--- config.mk ---
export PLATFORM = sky130hd
export DESIGN_NAME = calc1
export DESIGN_NICKNAME = d
export VERILOG_FILES = /design/src/rtl/calc1.sv
export SDC_FILE = /design/constraint.sdc
export NUM_CORES = 1
export LEC_CHECK = 0
export BUFFER_PORTS_ARGS = -buffer_cell sky130_fd_sc_hd__buf_2
export CAP_MARGIN = 20
export CELL_PAD_IN_SITES_DETAIL_PLACEMENT = 0
export CELL_PAD_IN_SITES_GLOBAL_PLACEMENT = 2
export CORE_MARGIN = 2
export CORE_UTILIZATION = 33
export CTS_CLUSTER_DIAMETER = 100
export DETAILED_ROUTE_END_ITERATION = 6
export PLACE_DENSITY_LB_ADDON = 0.1
export SYNTH_ARGS = -nofsm -noshare
export SYNTH_HDL_FRONTEND = slang
export SYNTH_SLANG_ARGS = --single-unit
--- constraint.sdc ---
create_clock -name c_clk -period 57.1 [get_ports c_clk]
set_input_delay 2.855 -clock c_clk [delete_from_list [all_inputs] [get_ports c_clk]]
set_output_delay 2.855 -clock c_clk [all_outputs]
set_load 0.005 [all_outputs]
--- src/rtl/calc1.sv ---
// rtl/calc1.sv - four independent add/subtract/shift calculator ports.
// Optional shift commands (5, 6) are compiled in only when CALC1_SHIFT_EN is defined.

module calc1_port (
  input  logic        clk,
  input  logic        rst,
  input  logic [3:0]  cmd_i,
  input  logic [31:0] data_i,
  output logic [31:0] data_o,
  output logic [1:0]  resp_o
);
  typedef enum logic [1:0] {IDLE = 2'd0, OPND2 = 2'd1, RESP = 2'd2} state_e;

  localparam logic [1:0] RESP_NONE = 2'd0;
  localparam logic [1:0] RESP_OK   = 2'd1;
  localparam logic [1:0] RESP_ERR  = 2'd2;

  state_e      state_q, state_d;
  logic [3:0]  cmd_q, cmd_d;
  logic [31:0] op1_q, op1_d;
  logic [31:0] op2_q, op2_d;
  logic [31:0] data_q, data_d;
  logic [1:0]  resp_q, resp_d;
  logic [32:0] sum;
  logic [31:0] diff;

  always_ff @(posedge clk or posedge rst) begin
    if (rst) begin
      state_q <= IDLE;
      cmd_q   <= 4'd0;
      op1_q   <= 32'd0;
      op2_q   <= 32'd0;
      data_q  <= 32'd0;
      resp_q  <= RESP_NONE;
    end else begin
      state_q <= state_d;
      cmd_q   <= cmd_d;
      op1_q   <= op1_d;
      op2_q   <= op2_d;
      data_q  <= data_d;
      resp_q  <= resp_d;
    end
  end

  always_comb begin
    state_d = state_q;
    cmd_d   = cmd_q;
    op1_d   = op1_q;
    op2_d   = op2_q;
    case (state_q)
      IDLE: begin
        if (cmd_i != 4'd0) begin
          cmd_d   = cmd_i;
          op1_d   = data_i;
          state_d = OPND2;
        end
      end
      OPND2: begin
        op2_d   = data_i;
        state_d = RESP;
      end
      default: state_d = IDLE;
    endcase
  end

  assign sum  = {1'b0, op1_q} + {1'b0, op2_q};
  assign diff = op1_q - op2_q;

  // Result is registered on leaving RESP, so it is visible for the cycle after it.
  always_comb begin
    data_d = 32'd0;
    resp_d = RESP_NONE;
    if (state_q == RESP) begin
      resp_d = RESP_ERR;
      case (cmd_q)
        4'd1: begin
          if (!sum[32]) begin
            resp_d = RESP_OK;
            data_d = sum[31:0];
          end
        end
        4'd2: begin
          if (op2_q <= op1_q) begin
            resp_d = RESP_OK;
            data_d = diff;
          end
        end
`ifdef CALC1_SHIFT_EN
        4'd5: begin
          resp_d = RESP_OK;
          data_d = op1_q << op2_q[4:0];
        end
        4'd6: begin
          resp_d = RESP_OK;
          data_d = op1_q >> op2_q[4:0];
        end
`endif
        default: ;
      endcase
    end
  end

  assign data_o = data_q;
  assign resp_o = resp_q;
endmodule

module calc1 (
  output logic [0:31] out_data1,
  output logic [0:31] out_data2,
  output logic [0:31] out_data3,
  output logic [0:31] out_data4,
  output logic [0:1]  out_resp1,
  output logic [0:1]  out_resp2,
  output logic [0:1]  out_resp3,
  output logic [0:1]  out_resp4,
  input  logic        c_clk,
  input  logic [0:3]  req1_cmd_in,
  input  logic [0:31] req1_data_in,
  input  logic [0:3]  req2_cmd_in,
  input  logic [0:31] req2_data_in,
  input  logic [0:3]  req3_cmd_in,
  input  logic [0:31] req3_data_in,
  input  logic [0:3]  req4_cmd_in,
  input  logic [0:31] req4_data_in,
  input  logic [1:7]  reset
);
  logic rst;

  assign rst = |reset;

  calc1_port u_port1 (.clk(c_clk), .rst(rst), .cmd_i(req1_cmd_in), .data_i(req1_data_in),
                      .data_o(out_data1), .resp_o(out_resp1));
  calc1_port u_port2 (.clk(c_clk), .rst(rst), .cmd_i(req2_cmd_in), .data_i(req2_data_in),
                      .data_o(out_data2), .resp_o(out_resp2));
  calc1_port u_port3 (.clk(c_clk), .rst(rst), .cmd_i(req3_cmd_in), .data_i(req3_data_in),
                      .data_o(out_data3), .resp_o(out_resp3));
  calc1_port u_port4 (.clk(c_clk), .rst(rst), .cmd_i(req4_cmd_in), .data_i(req4_data_in),
                      .data_o(out_data4), .resp_o(out_resp4));
endmodule

==> results.tsv <==
stage	metric	value	unit
worst_setup_path	required	57.75	ns
global_routing	grt_max_degree	73	
cts	cts_made_buffers	51	
placed_design	port_buffers	287	
synthesis	synth_seq_area_share	35.9	%
sta	tightest_slew	1.03	ns
cts	post_cts_resized	0	
flow_run	maxCapViolCount	0	
routing	initialDrtViolationCount	1701	
finish	fillCellCount	8857	
synthesis	yosys.area.top_type_share	35.9	%
cts	cts_hold_buf	0	
floorplan	die_w	300	um
synthesis	synth-main-ff-cell	dfrtp_1	
synthesis	synthArstFlopShare	100	%
cts	h-tree-depth	2	
synthesis	synth_area_per_cell	8.49	um^2
finish	stdcell_area	0.0333	mm^2
floorplan	die_h	300	um
synthesis	yosysTopAreaCell	dfrtp_1	
synthesis	synth_nets	3826	
finish	area_growth	14.9	%
worst_setup_path	crit_path_start_kind	input port	
sta	fin_setup_tns	0	ns
finish	fin_nets	4013	
finish	diodes	0	
synthesis	synth.distinct_cells	101	
sta	max_slew_margin	31.0	%
floorplan	fp-row-count	108	
sta	rsz0062_at_grt	false	
sta	slew_viol_final	0	
global_routing	overflow	0	
cts	insertion_delay	0.61	ns
finish	instances_no_fill	4794	
cts	root_buffer	clkbuf_16	
cts	cts_tree	done	
worst_setup_path	endpoint_kind	async pin	
synthesis	synth_area_leaders	dfrtp_1, ha_1, nand2_1, a21oi_1, mux2_2	
cts	clk_path_buf_depth	3	
sta	clock_skew	0.0156	ns
synthesis	syn_inst	3410	
synthesis	syn_area	0.0290	mm^2
placed_design	gp_congestion	0.840	
routing	firstDrtPassIters	5	
placed_design	placedCellCount	4698	
routing	antenna_left	0	
outcome	run_status	complete, no violations	
global_routing	antenna_found_initial	6	
routing	vias	26271	
min_path	hp-class	reg -> reg	
floorplan	die-area	0.0902	mm^2
synthesis	ys_ff_latch	416	
worst_setup_path	path_class	in -> async	
sta	layout_min_cycle_time	5.02	ns
cts	clk_pin_slew	0.06	ns
sta	hold_viol	0	
finish	drive_gt1_share	16.2	%
placed_design	hpwl	70.9	mm
placed_design	pre_cts_ws	51.28	ns
finish	mostFrequentLayoutCells	nand2_1, dfrtp_1, nor2_1, buf_2, a21oi_1	
sta	setup_viol	0	
worst_setup_path	cp_max_fo	59	
routing	drcViolationCount	0	
floorplan	start_util	33.3	%
worst_setup_path	arrival	5.67	ns
cts	clock_sinks	416	
routing	wl_per_cell	20.1	um
synthesis	yosysWarningCount	0	
finish	mostFrequentLayoutCell	nand2_1	
floorplan	io_pins	288	
global_routing	grtUsageTotal	20.8	%
worst_setup_path	rrSetupSlack	52.57	ns
placed_design	post_dp_cell_area	0.0314	mm^2
global_routing	first_global_vias	25916	
sta	fin_ws	52.08	ns
routing	viasPerCell	5.48	
floorplan	core-area	0.0869	mm^2
cts	cts_setup_buffers	0	
global_routing	grt_pass1_wl	151	mm
sta	finalCritPeriodShare	8.79	%
sta	fmax	199	MHz
synthesis	synth_edf_count	0	
routing	drt-total-wl	96.3	mm
metrics by stage:
step	utilization (%)	hold slack [ns]
6_report	38.3	0.478
5_1_grt	38.3	0.498
4_1_cts	38.3	0.484
3_5_place_dp	36.2	0.470
3_3_place_gp	36.2	0.461
2_1_floorplan	-	0.446
sequential cells by signal, summed over array words and instances, names as in the netlist, 32 cells and up:
| register | flops |
|---|---|
| u_port4.data_o | 32 |
| u_port4.op2_q | 32 |
| u_port4.op1_q | 32 |
| u_port2.op1_q | 32 |
| u_port3.op2_q | 32 |
| u_port3.op1_q | 32 |
| u_port1.op2_q | 32 |
| u_port1.op1_q | 32 |
| u_port2.data_o | 32 |
| u_port3.data_o | 32 |
| u_port2.op2_q | 32 |
| u_port1.data_o | 32 |
Yosys cell counts, types with 20 or more instances:
library cell,count
nand2b_1,44
a211oi_1,71
o22ai_1,52
a21oi_1,276
clkbuf_1,152
inv_1,251
o31ai_1,31
a221oi_1,72
a31oi_1,22
or2_2,20
dfrtp_1,416
mux2_2,98
buf_2,22
nor2b_1,46
o21ai_0,193
o21bai_1,42
o21a_1,23
nand3_1,33
nand2_1,448
a21o_1,59
ha_1,256
nor3_1,104
nor2_1,292
nor4_1,27
worst max-delay path: stages:
cell and delay (ns):
buf_2 0.09, or4_1 0.56, nor4_4 0.14, buf_4 0.53, buf_4 0.66, buf_4 0.69
area by class of cell:
class	instances	area, um^2	area share (%)
well taps	1155	1450	4.34
clock inverters	29	357	1.07
repair buffers	321	1720	5.15
clock buffers	66	1470	4.40
inverters	256	961	2.89
flip-flops and latches	416	10400	31.3
multi-input cells	2551	16900	50.9
worst paths after layout:
check,start,cells after the start,end
worst max-delay path,reset[5],6,u_port1.op1_q[14]
worst min register to register,u_port2.cmd_q[3],2,u_port2.cmd_q[3]
min in group asynchronous,reset[4],3,u_port2.data_o[29]
worst max register to register,u_port3.op1_q[14],11,u_port3.data_o[9]
max in group c_clk,req2_cmd_in[3],7,u_port2.op1_q[1]
worst min-delay path,u_port2.cmd_q[3],2,u_port2.cmd_q[3]
kinds of logic (layout without fill, tap and decap cells):
group                    Yosys count  after routing  share of synthesized area [%]
AND/OR/NAND/NOR                 1123           1123                           17.6
XOR/XNOR                           9              9                          0.272
multiplexers                      98             98                           3.81
flip-flops                       416            416                           35.9
AO/OA/AOI/OAI                   1057           1057                           24.7
adder cells (fa/ha/maj)          264            264                           11.6
buffers and inverters            443            672                           5.98
layer usage:
metal,GRT usage [%],routed length [um]
met4,5.37,2150
met1,29.0,44900
met3,2.88,4950
met2,33.8,44300
met5,0,65
Power is not shown: default switching activity piles up to over one toggle a cycle in this logic, so the estimate is an artifact.
